`config.mk`:
```
export PLATFORM = sky130hd
export DESIGN_NAME = sum_window_acc_flat
export DESIGN_NICKNAME = d
export VERILOG_FILES = /design/src/rtl/add_pkg.sv /design/src/rtl/sum_window_acc_if.sv /design/src/rtl/sum_window_buf.sv /design/src/rtl/sum_window_acc.sv /design/src/flat_wrapper.sv
export SDC_FILE = /design/constraint.sdc
export NUM_CORES = 1
export LEC_CHECK = 0
export BUFFER_PORTS_ARGS = -buffer_cell sky130_fd_sc_hd__buf_4
export CAP_MARGIN = 15
export CORE_ASPECT_RATIO = 1.5
export CORE_MARGIN = 2
export CORE_UTILIZATION = 35
export DETAILED_ROUTE_END_ITERATION = 16
export GPL_TIMING_DRIVEN = 0
export MAX_ROUTING_LAYER = met4
export PLACE_DENSITY = 0.59
export SLEW_MARGIN = 15
export SYNTH_ARGS = -nofsm -noshare
export SYNTH_HDL_FRONTEND = slang
export SYNTH_SLANG_ARGS = --single-unit
```
`constraint.sdc`:
```
create_clock -name clk -period 2.8 [get_ports clk]
set_input_delay 0.56 -clock clk [delete_from_list [all_inputs] [get_ports clk]]
set_output_delay 0.56 -clock clk [all_outputs]
set_load 0.05 [all_outputs]
```
`src/rtl/add_pkg.sv`:
```
//------------------------------------------------------------------------------
// Module   : add_pkg
// Brief    : Constants and types shared by the adder stage and its window
//            accumulator.
// Revision : 1.0 - initial release
//------------------------------------------------------------------------------
`default_nettype none

package add_pkg;

    localparam int SUM_W_DEF = 5;
    localparam int DEPTH_DEF = 4;

    typedef logic [SUM_W_DEF-1:0] sum_t;

    // FILL until the window holds DEPTH samples, then STEADY until clr/rst
    typedef enum logic [0:0] {
        PH_FILL   = 1'b0,
        PH_STEADY = 1'b1
    } phase_t;

endpackage

`default_nettype wire

```
`src/rtl/sum_window_acc_if.sv`:
```
//------------------------------------------------------------------------------
// Module   : sum_win_if
// Brief    : Input/output handshakes and status of the sliding-window
//            accumulator.
// Revision : 1.0 - initial release
//------------------------------------------------------------------------------
`default_nettype none

interface sum_win_if
    import add_pkg::*;
#(
    parameter int SUM_W = SUM_W_DEF,
    parameter int DEPTH = DEPTH_DEF,
    parameter int ACC_W = SUM_W + $clog2(DEPTH)
) (
    input wire logic clk,
    input wire logic rst
);

    logic                     clr;
    logic                     in_valid;
    logic [SUM_W-1:0]         in_sum;
    logic                     in_ready;
    logic                     out_valid;
    logic                     out_ready;
    logic [ACC_W-1:0]         out_acc;
    logic [SUM_W-1:0]         out_avg;
    logic                     out_full;
    logic [$clog2(DEPTH):0]   fill;

    modport slave (
        input  clr, in_valid, in_sum, out_ready,
        output in_ready, out_valid, out_acc, out_avg, out_full, fill
    );

    modport master (
        input  clk, rst, in_ready, out_valid, out_acc, out_avg, out_full, fill,
        output clr, in_valid, in_sum, out_ready
    );

endinterface

`default_nettype wire

```
`src/rtl/sum_window_buf.sv`:
```
//------------------------------------------------------------------------------
// Module   : sum_window_buf
// Brief    : DEPTH x SUM_W circular sample store; async read at the write
//            address returns the oldest entry once the window is full.
// Revision : 1.0 - initial release
//------------------------------------------------------------------------------
`default_nettype none

module sum_window_buf #(
    parameter int SUM_W = 5,
    parameter int DEPTH = 4,
    parameter int PTR_W = $clog2(DEPTH)
) (
    input  wire logic             clk,
    input  wire logic             we,
    input  wire logic [PTR_W-1:0] waddr,
    input  wire logic [SUM_W-1:0] wdata,
    output logic      [SUM_W-1:0] rdata
);

    logic [SUM_W-1:0] mem_q [DEPTH];

    always_ff @(posedge clk) begin
        if (we) begin
            mem_q[waddr] <= wdata;
        end
    end

    assign rdata = mem_q[waddr];

endmodule

`default_nettype wire

```
`src/rtl/sum_window_acc.sv`:
```
//------------------------------------------------------------------------------
// Module   : sum_window_acc
// Brief    : Sliding-window running total and floor average of adder sums,
//            valid/ready on both sides with a one-deep output register.
// Revision : 1.0 - initial release
//------------------------------------------------------------------------------
`default_nettype none

module sum_window_acc
    import add_pkg::*;
#(
    parameter int SUM_W = SUM_W_DEF,
    parameter int DEPTH = DEPTH_DEF,
    parameter int ACC_W = SUM_W + $clog2(DEPTH)
) (
    input  wire logic clk,
    input  wire logic rst,
    sum_win_if.slave  bus
);

    localparam int PTR_W = $clog2(DEPTH);
    localparam int CNT_W = PTR_W + 1;

    logic [ACC_W-1:0] acc_q,       acc_d;
    logic [PTR_W-1:0] wr_ptr_q,    wr_ptr_d;
    logic [CNT_W-1:0] count_q,     count_d;
    logic             out_valid_q, out_valid_d;
    logic [ACC_W-1:0] out_acc_q,   out_acc_d;
    logic [SUM_W-1:0] out_avg_q,   out_avg_d;
    logic             out_full_q,  out_full_d;

    logic             in_ready;
    logic             accept;
    logic [SUM_W-1:0] oldest;
    phase_t           phase;

    assign phase    = (count_q == CNT_W'(DEPTH)) ? PH_STEADY : PH_FILL;
    assign in_ready = !bus.clr && (!out_valid_q || bus.out_ready);
    assign accept   = bus.in_valid && in_ready;

    sum_window_buf #(
        .SUM_W (SUM_W),
        .DEPTH (DEPTH)
    ) u_win_buf (
        .clk   (clk),
        .we    (accept),
        .waddr (wr_ptr_q),
        .wdata (bus.in_sum),
        .rdata (oldest)
    );

    always_comb begin
        acc_d       = acc_q;
        wr_ptr_d    = wr_ptr_q;
        count_d     = count_q;
        out_valid_d = out_valid_q;
        out_acc_d   = out_acc_q;
        out_avg_d   = out_avg_q;
        out_full_d  = out_full_q;

        if (bus.clr) begin
            // Buffer contents are left stale; they are only read in STEADY
            acc_d       = '0;
            wr_ptr_d    = '0;
            count_d     = '0;
            out_valid_d = 1'b0;
        end else if (accept) begin
            case (phase)
                PH_STEADY: begin
                    acc_d = acc_q + ACC_W'(bus.in_sum) - ACC_W'(oldest);
                end
                default: begin
                    acc_d   = acc_q + ACC_W'(bus.in_sum);
                    count_d = count_q + CNT_W'(1);
                end
            endcase
            wr_ptr_d    = wr_ptr_q + PTR_W'(1);
            out_valid_d = 1'b1;
            out_acc_d   = acc_d;
            out_avg_d   = SUM_W'(acc_d >> PTR_W);
            out_full_d  = (count_d == CNT_W'(DEPTH));
        end else if (bus.out_ready) begin
            out_valid_d = 1'b0;
        end
    end

    always_ff @(posedge clk) begin
        if (rst) begin
            acc_q       <= '0;
            wr_ptr_q    <= '0;
            count_q     <= '0;
            out_valid_q <= 1'b0;
            out_acc_q   <= '0;
            out_avg_q   <= '0;
            out_full_q  <= 1'b0;
        end else begin
            acc_q       <= acc_d;
            wr_ptr_q    <= wr_ptr_d;
            count_q     <= count_d;
            out_valid_q <= out_valid_d;
            out_acc_q   <= out_acc_d;
            out_avg_q   <= out_avg_d;
            out_full_q  <= out_full_d;
        end
    end

    assign bus.in_ready  = in_ready;
    assign bus.out_valid = out_valid_q;
    assign bus.out_acc   = out_acc_q;
    assign bus.out_avg   = out_avg_q;
    assign bus.out_full  = out_full_q;
    assign bus.fill      = count_q;

endmodule

`default_nettype wire

```
`src/flat_wrapper.sv`:
```
// flat-port wrapper written by rule: the top's interface ports become plain ports
module sum_window_acc_flat import add_pkg::*;
#(
    parameter int SUM_W = SUM_W_DEF,
    parameter int DEPTH = DEPTH_DEF,
    parameter int ACC_W = SUM_W + $clog2(DEPTH)
)
  (clk, rst, bus_clr, bus_in_valid, bus_in_sum, bus_out_ready, bus_in_ready, bus_out_valid, bus_out_acc, bus_out_avg, bus_out_full, bus_fill);
  sum_win_if #(.SUM_W(SUM_W), .DEPTH(DEPTH), .ACC_W(ACC_W)) bus_i (.clk(clk), .rst(rst));
  input  wire logic clk;
  input  wire logic rst;
  input wire logic [$bits(bus_i.clr)-1:0] bus_clr;
  input wire logic [$bits(bus_i.in_valid)-1:0] bus_in_valid;
  input wire logic [$bits(bus_i.in_sum)-1:0] bus_in_sum;
  input wire logic [$bits(bus_i.out_ready)-1:0] bus_out_ready;
  output wire logic [$bits(bus_i.in_ready)-1:0] bus_in_ready;
  output wire logic [$bits(bus_i.out_valid)-1:0] bus_out_valid;
  output wire logic [$bits(bus_i.out_acc)-1:0] bus_out_acc;
  output wire logic [$bits(bus_i.out_avg)-1:0] bus_out_avg;
  output wire logic [$bits(bus_i.out_full)-1:0] bus_out_full;
  output wire logic [$bits(bus_i.fill)-1:0] bus_fill;
  assign bus_i.clr = bus_clr;
  assign bus_i.in_valid = bus_in_valid;
  assign bus_i.in_sum = bus_in_sum;
  assign bus_i.out_ready = bus_out_ready;
  assign bus_in_ready = bus_i.in_ready;
  assign bus_out_valid = bus_i.out_valid;
  assign bus_out_acc = bus_i.out_acc;
  assign bus_out_avg = bus_i.out_avg;
  assign bus_out_full = bus_i.out_full;
  assign bus_fill = bus_i.fill;
  sum_window_acc #(.SUM_W(SUM_W), .DEPTH(DEPTH), .ACC_W(ACC_W)) u_core (.clk(clk), .rst(rst), .bus(bus_i));
endmodule
```
==> impl_results.md, run 1 <==
- Inserted Clock Buffers: 5
- Post-Synthesis Cells: 201
- Synth Register Bits: 43
- Post-route ant nets: 0
- Hold Crit Class: reg2reg
- TritonCTS clock tree: built
- Largest cells by area after synthesis: edfxtp_1 (28%), dfxtp_1 (21%), ha_1 (9.2%), mux4_2 (5.2%), nor2_1 (3.8%)
- Cell-internal power: 0.945 mW
- Fin crit share: 0.968
- I/O pins: 28
- Critical path buffer and inverter count: 1
- Yosys cell types: 39
- Post-synth top cells: dfxtp_1 (23), nor2_1 (22), edfxtp_1 (20)
- Max-slew violation count: 0
- CP Max Fanout: 5
- Max VDD drop: 0.364 mV
- Grt ovf: 0
- DR iter-0 viols: 16
- Worst skew pair latency: 0.29 ns
- Slowest library cell on the worst path: fa_2
- Gr usage total: 0.148
- Largest net degree at the start of global routing: 14
- Net Sw Power: 0.365 mW
- Layout cells sized above 1: 0.270
- Mean Syn Cell Area: 10.8 sq um
- Via count: 1546
- Leading area contributor after synthesis: edfxtp_1
- FF+latch area: 1060 sq um
- Tightest Pin Transition: 0.484 ns
- Initial antenna violation count: 0
- Gp weighted congestion: 0.818
- Routed WL: 4500 microns
- Synthesis-to-layout area growth: 21.0%
- Ant diodes: 0
- I/O Buffers: 26
- Placeable Area: 6090 sq um
- Clk slew on worst S/H paths: 0.08 ns
- Crit Path Class: in2reg
- Post-synth top area share: 0.277
- # rows: 35
- Worst-path cell chain: buf_4, ha_2, fa_2, a21o_1, a21oi_2, xnor2_1, ha_1, o21ai_2, and3_4, or3_1, a311oi_2
- Clk pwr share: 0.295
- Post-DR wirelength/cell: 14.5 microns
- Die ar.: 6860 sq um
- Global-route wire length before repair: 7210 microns
- Clock buffer depth: 2
- Tot Pwr: 1.31 mW
- Fin nets: 264
- Sequential cell area fraction in the yosys report: 0.489
- Die width: 68.3 microns
- Count leader, synth: dfxtp_1
- CP arrival: 2.92 ns
- CP peak stage delay: 0.37 ns
- DRC: 0
- First-pass DRT Iterations: 4
- Comb pwr share: 0.184
- H-tree depth: 2
- Worst Setup Start Kind: input port
- Outcome: finished clean
- Main synth FF type: dfxtp_1
- HPWL Detailed: 3420 microns
- Switching share of power: 0.278
- Worst clock skew: 0.00963 ns
- Max-cap violations: 0
- Vias in the first global route: 1488
- Initial Util: 0.356
- Worst Setup End Kind: register
- Fmax achieved: 369 MHz
- Die height: 100 microns
- Async set or reset register ratio after synthesis: 0
- Final setup viols: 0
- Final-report hold violation count: 0
- Post-synth EDFFs: 20
- Final core occ: 0.431
- CTS Sinks: 43
- Cell area after synthesis: 2170 sq um
- Syn Nets: 229
- Multi-input gate area: 1050 sq um
- PwrDens: 499 nW/um^2
- Slew HR: 0.678
- Critical Path RT: 3.01 ns
- Vias per cell: 4.97
- Reg power frac: 0.521
- Yosys warnings: 0
- Lkg Pwr: 1.07 nW
- Filler Cells Inserted: 588
- CTS Root Cell: clkbuf_8
- Delay-heaviest family, CP: adder cells
- Tmin final: 2.71 ns
==> kinds of logic after synthesis <==
group,Yosys count,synth area share
multiplexers,6,0.0565
flip-flops,43,0.489
adder cells (fa/ha/maj),18,0.111
AND/OR/NAND/NOR,59,0.130
AO/OA/AOI/OAI,39,0.118
buffers and inverters,26,0.0554
XOR/XNOR,10,0.0404
==> power groups by stage <==
stage	Sequential, mW	Combinational, mW	Clock, mW
finish	0.682	0.242	0.386
global route	0.685	0.265	0.421
CTS	0.682	0.220	0.401
detailed placement	0.695	0.219	0
global placement	0.694	0.218	0
floorplan	0.718	0.133	0
==> layer usage <==
metal	vias to the layer above	part of all wire	track usage	routed length [microns]
li1	774	-	-	-
met1	735	0.40	0.165	1790
met2	27	0.55	0.255	2480
met3	10	0.024	0.0247	108
met5	-	0	-	0
met4	0	0.027	0.0600	123
==> placed cells by master, fill, tap and decap left out, types with 2 or more instances in the layout <==
cell type	instances
a211oi_1	3
a21o_1	2
a21oi_1	12
a21oi_2	3
and3_1	4
buf_2	3
buf_4	34
clkbuf_1	5
clkbuf_8	5
dfxtp_1	22
edfxtp_1	20
ha_1	12
ha_4	3
inv_1	13
mux4_2	5
nand2_1	13
nand2b_1	2
nand3_1	3
nor2_1	22
nor3_1	6
o211a_1	2
o211ai_1	2
o21ai_0	5
o31ai_1	4
xnor2_1	6
xor2_1	3
==> registers in the layout, indices dropped and copies added (netlist names), named ones only <==
name,count
u_core.u_win_buf.mem_q,20
u_core.bus.out_avg,5
u_core.wr_ptr_q,2
u_core.acc_q,7
u_core.bus.fill,3
u_core.bus.out_acc,2
u_core.bus.out_valid,1
u_core.bus.out_full,1
==> stage by stage <==
stage	hold slack, ns	cell area [sq um]	setup WS [ns]	std cells	setup TNS, ns
after floorplan	0.440	2170	0.0166	201	0
after global placement	0.451	2460	-0.348	301	-1.08
after detailed placement	0.460	2460	-0.334	301	-1.20
after CTS	0.473	2540	0.00326	308	0
after global routing	0.477	2630	-0.0279	311	-0.0488
final	0.474	2630	0.0883	311	0
==> cell type report <==
type | instances | area share
Buffer | 12 | 0.0257
Sequential cell | 43 | 0.404
Tap cell | 74 | 0.0353
Inverter | 13 | 0.0186
Clock inverter | 2 | 0.00429
Multi-Input combinational cell | 132 | 0.401
Timing Repair Buffer | 29 | 0.0829
Clock buffer | 6 | 0.0276
==> timing repair <==
action	in CTS	in global routing
setup endpoints to repair	4	5
pin swaps	1	5
hold endpoints to repair	0	0
buffers inserted	0	3
hold buffers	0	0
gates cloned	0	0
resized for setup	2	9
==> worst register-to-register path: stages (launching register included) <==
cell and delay, ns:
dfxtp_1 0.33, ha_2 0.20, fa_2 0.37, a21o_1 0.20
a21oi_2 0.16, xnor2_1 0.10, ha_1 0.33, o21ai_2 0.08
and3_4 0.18, or3_1 0.36, a311oi_2 0.26
==> final timing paths <==
path,start,to,slack [ns],cells past startpoint
hold / removal,u_core.acc_q[0],u_core.acc_q[0],0.47,2
hold reg to reg,u_core.acc_q[0],u_core.acc_q[0],0.47,2
setup reg to reg,u_core.acc_q[0],u_core.bus.out_avg[3],0.17,10
setup / recovery,bus_in_sum[0],u_core.bus.out_avg[3],0.09,11
Power figures use the tool's default switching activity.
==> run 2, diff against run 1 <==
--- a/constraint.sdc
+++ b/constraint.sdc
@@ -3,2 +3,2 @@
 set_output_delay 0.56 -clock clk [all_outputs]
-set_load 0.05 [all_outputs]
+set_load 0.1 [all_outputs]
==> run 2 against run 1 <==
Effect of this change: cell count unchanged; flip-flop and latch count stayed put; sequential power about the same; critical path type unchanged.
==> impl_results.md, run 2 (synthesis results as in run 1) <==
- Worst hold slack: 0.479 ns
- Max-cap violations: 0
- CTS Root Cell: clkbuf_8
- Synthesis-to-layout area growth: 22.3%
- Inserted Clock Buffers: 5
- Critical Path RT: 3.01 ns
- CP Launch Point: bus_in_sum[0]
- Fmax achieved: 364 MHz
- Vias per cell: 4.96
- Metal-1 WL: 1860 microns
- Fin crit share: 0.981
- I/O Buffers: 26
- Worst-path cell chain: buf_4, ha_4, fa_2, a21o_1, a21oi_2, xnor2_2, ha_1, o21ai_2, and3_4, or3_1, a311oi_2
- Final setup viols: 0
- Grt ovf: 0
- Crit Path Class: in2reg
- Worst skew pair latency: 0.29 ns
- Worst clock skew: 0.00945 ns
- Wire length on met3: 119 microns
- Non-Filler Instances: 311
- Tightest Pin Transition: 0.510 ns
- Tmin final: 2.75 ns
- Clk slew on worst S/H paths: 0.08 ns
- Top Metal Used: met4
- Top reg by flops: u_core.u_win_buf.mem_q
- Global-route wire length before repair: 7430 microns
- Max-slew violation count: 0
- PwrDens: 530 nW/um^2
- Clock buffer depth: 2
- Post-route ant nets: 0
- Worst Setup End Kind: register
- Hold path startpoint: u_core.bus.out_acc[0]
- Gp weighted congestion: 0.826
- CP peak stage delay: 0.42 ns
- TritonCTS clock tree: built
- CTS Sinks: 43
- First-pass DRT Iterations: 4
- CP arrival: 2.96 ns
- Hold Crit Class: reg2reg
- Largest net degree at the start of global routing: 14
- Most frequent cells in the layout: buf_4 (34), dfxtp_1 (22), nor2_1 (21)
- Ant diodes: 0
- Post-DR wirelength/cell: 14.5 microns
- Via count: 1543
- Layout cells sized above 1: 0.274
- Final-report hold violation count: 0
- # rows: 35
- Fin nets: 264
- Slew HR: 0.660
- CP Max Fanout: 5
- Die height: 100 microns
- Filler Cells Inserted: 587
- Worst Setup Start Kind: input port
- Placeable Area: 6090 sq um
- Commonest non-fill, non-tap cell in the layout: buf_4
- Routed WL: 4520 microns
- DR WL met2: 2460 microns
- Max reg flops: 20
- Gr usage total: 0.150
- HPWL Detailed: 3440 microns
- Die width: 68.3 microns
- Die ar.: 6860 sq um
- H-tree depth: 2
- Outcome: finished clean
- # placed instances: 301
- DRC: 0
- Max VDD drop: 0.350 mV
- Lkg Pwr: 1.09 nW
- DR iter-0 viols: 65
- I/O pins: 28
- Vias in the first global route: 1515
- Initial antenna violation count: 0
- Slowest library cell on the worst path: fa_2
- CTS Hold Bufs: 0
- Initial Util: 0.356
- Reg2reg start: u_core.acc_q[0]
[run 2: cell count changes in the layout (fill, tap and decap cells not counted), sizes merged]
| cell | delta |
|---|---|
| clkbuf | +2 |
| clkinv | -1 |
| inv | -1 |
[run 2: critical path: cells and delay by family]
family | cells | cell delay [ns]
compound gates | 4 | 0.71
buf+inv | 1 | 0.14
simple gates | 2 | 0.53
fa+ha+maj | 3 | 0.91
xor+xnor | 1 | 0.09
[run 2: path summary, 6_finish.rpt]
path | to | slack [ns] | cells after the start
worst min register to register | u_core.bus.out_acc[0] | 0.48 | 2
worst min-delay path | u_core.bus.out_acc[0] | 0.48 | 2
worst max register to register | u_core.bus.out_avg[3] | 0.11 | 10
worst max-delay path | u_core.bus.out_avg[3] | 0.05 | 11
[run 2: cell type report]
| class | count | area [sq um] | share of cell area |
|---|---|---|---|
| clock buffer | 8 | 101 | 0.0382 |
| sequential | 43 | 1060 | 0.400 |
| inverter | 13 | 48.8 | 0.0184 |
| timing repair buffer | 29 | 218 | 0.0820 |
| buffer | 12 | 67.6 | 0.0255 |
| tap | 74 | 92.6 | 0.0349 |
| multi-input combinational | 132 | 1060 | 0.401 |
[run 2: per-layer routing]
metal  vias to the layer above  track usage
li1                        777            -
met1                       738        0.170
met2                        21        0.260
met3                         7       0.0280
met4                         0       0.0508
met5                         -            -
[run 2: power breakdown]
| group | internal [mW] | total [mW] | switching, mW |
|---|---|---|---|
| clock | 0.231 | 0.436 | 0.205 |
| sequential | 0.672 | 0.682 | 0.0100 |
| combinational | 0.0973 | 0.289 | 0.192 |
[run 2: timing repair]
item                       4_1_cts  5_1_grt
pin swaps                        2        8
buffers inserted                 1        2
setup endpoints to repair        4        5
gates resized for setup          1       14
gates cloned                     0        0
[run 2: metrics by stage]
| stage | instance area [sq um] | utilization | total power, mW | TNS [ns] | worst slack [ns] |
|---|---|---|---|---|---|
| after floorplan | 2170 | - | 0.897 | 0 | 0.0164 |
| after global placement | 2460 | 0.405 | 0.957 | -0.997 | -0.359 |
| after detailed placement | 2460 | 0.405 | 0.960 | -1.20 | -0.394 |
| after CTS | 2570 | 0.422 | 1.40 | 0 | 0.00535 |
| after global routing | 2650 | 0.436 | 1.47 | -0.0746 | -0.0414 |
| final | 2650 | 0.436 | 1.41 | 0 | 0.0520 |
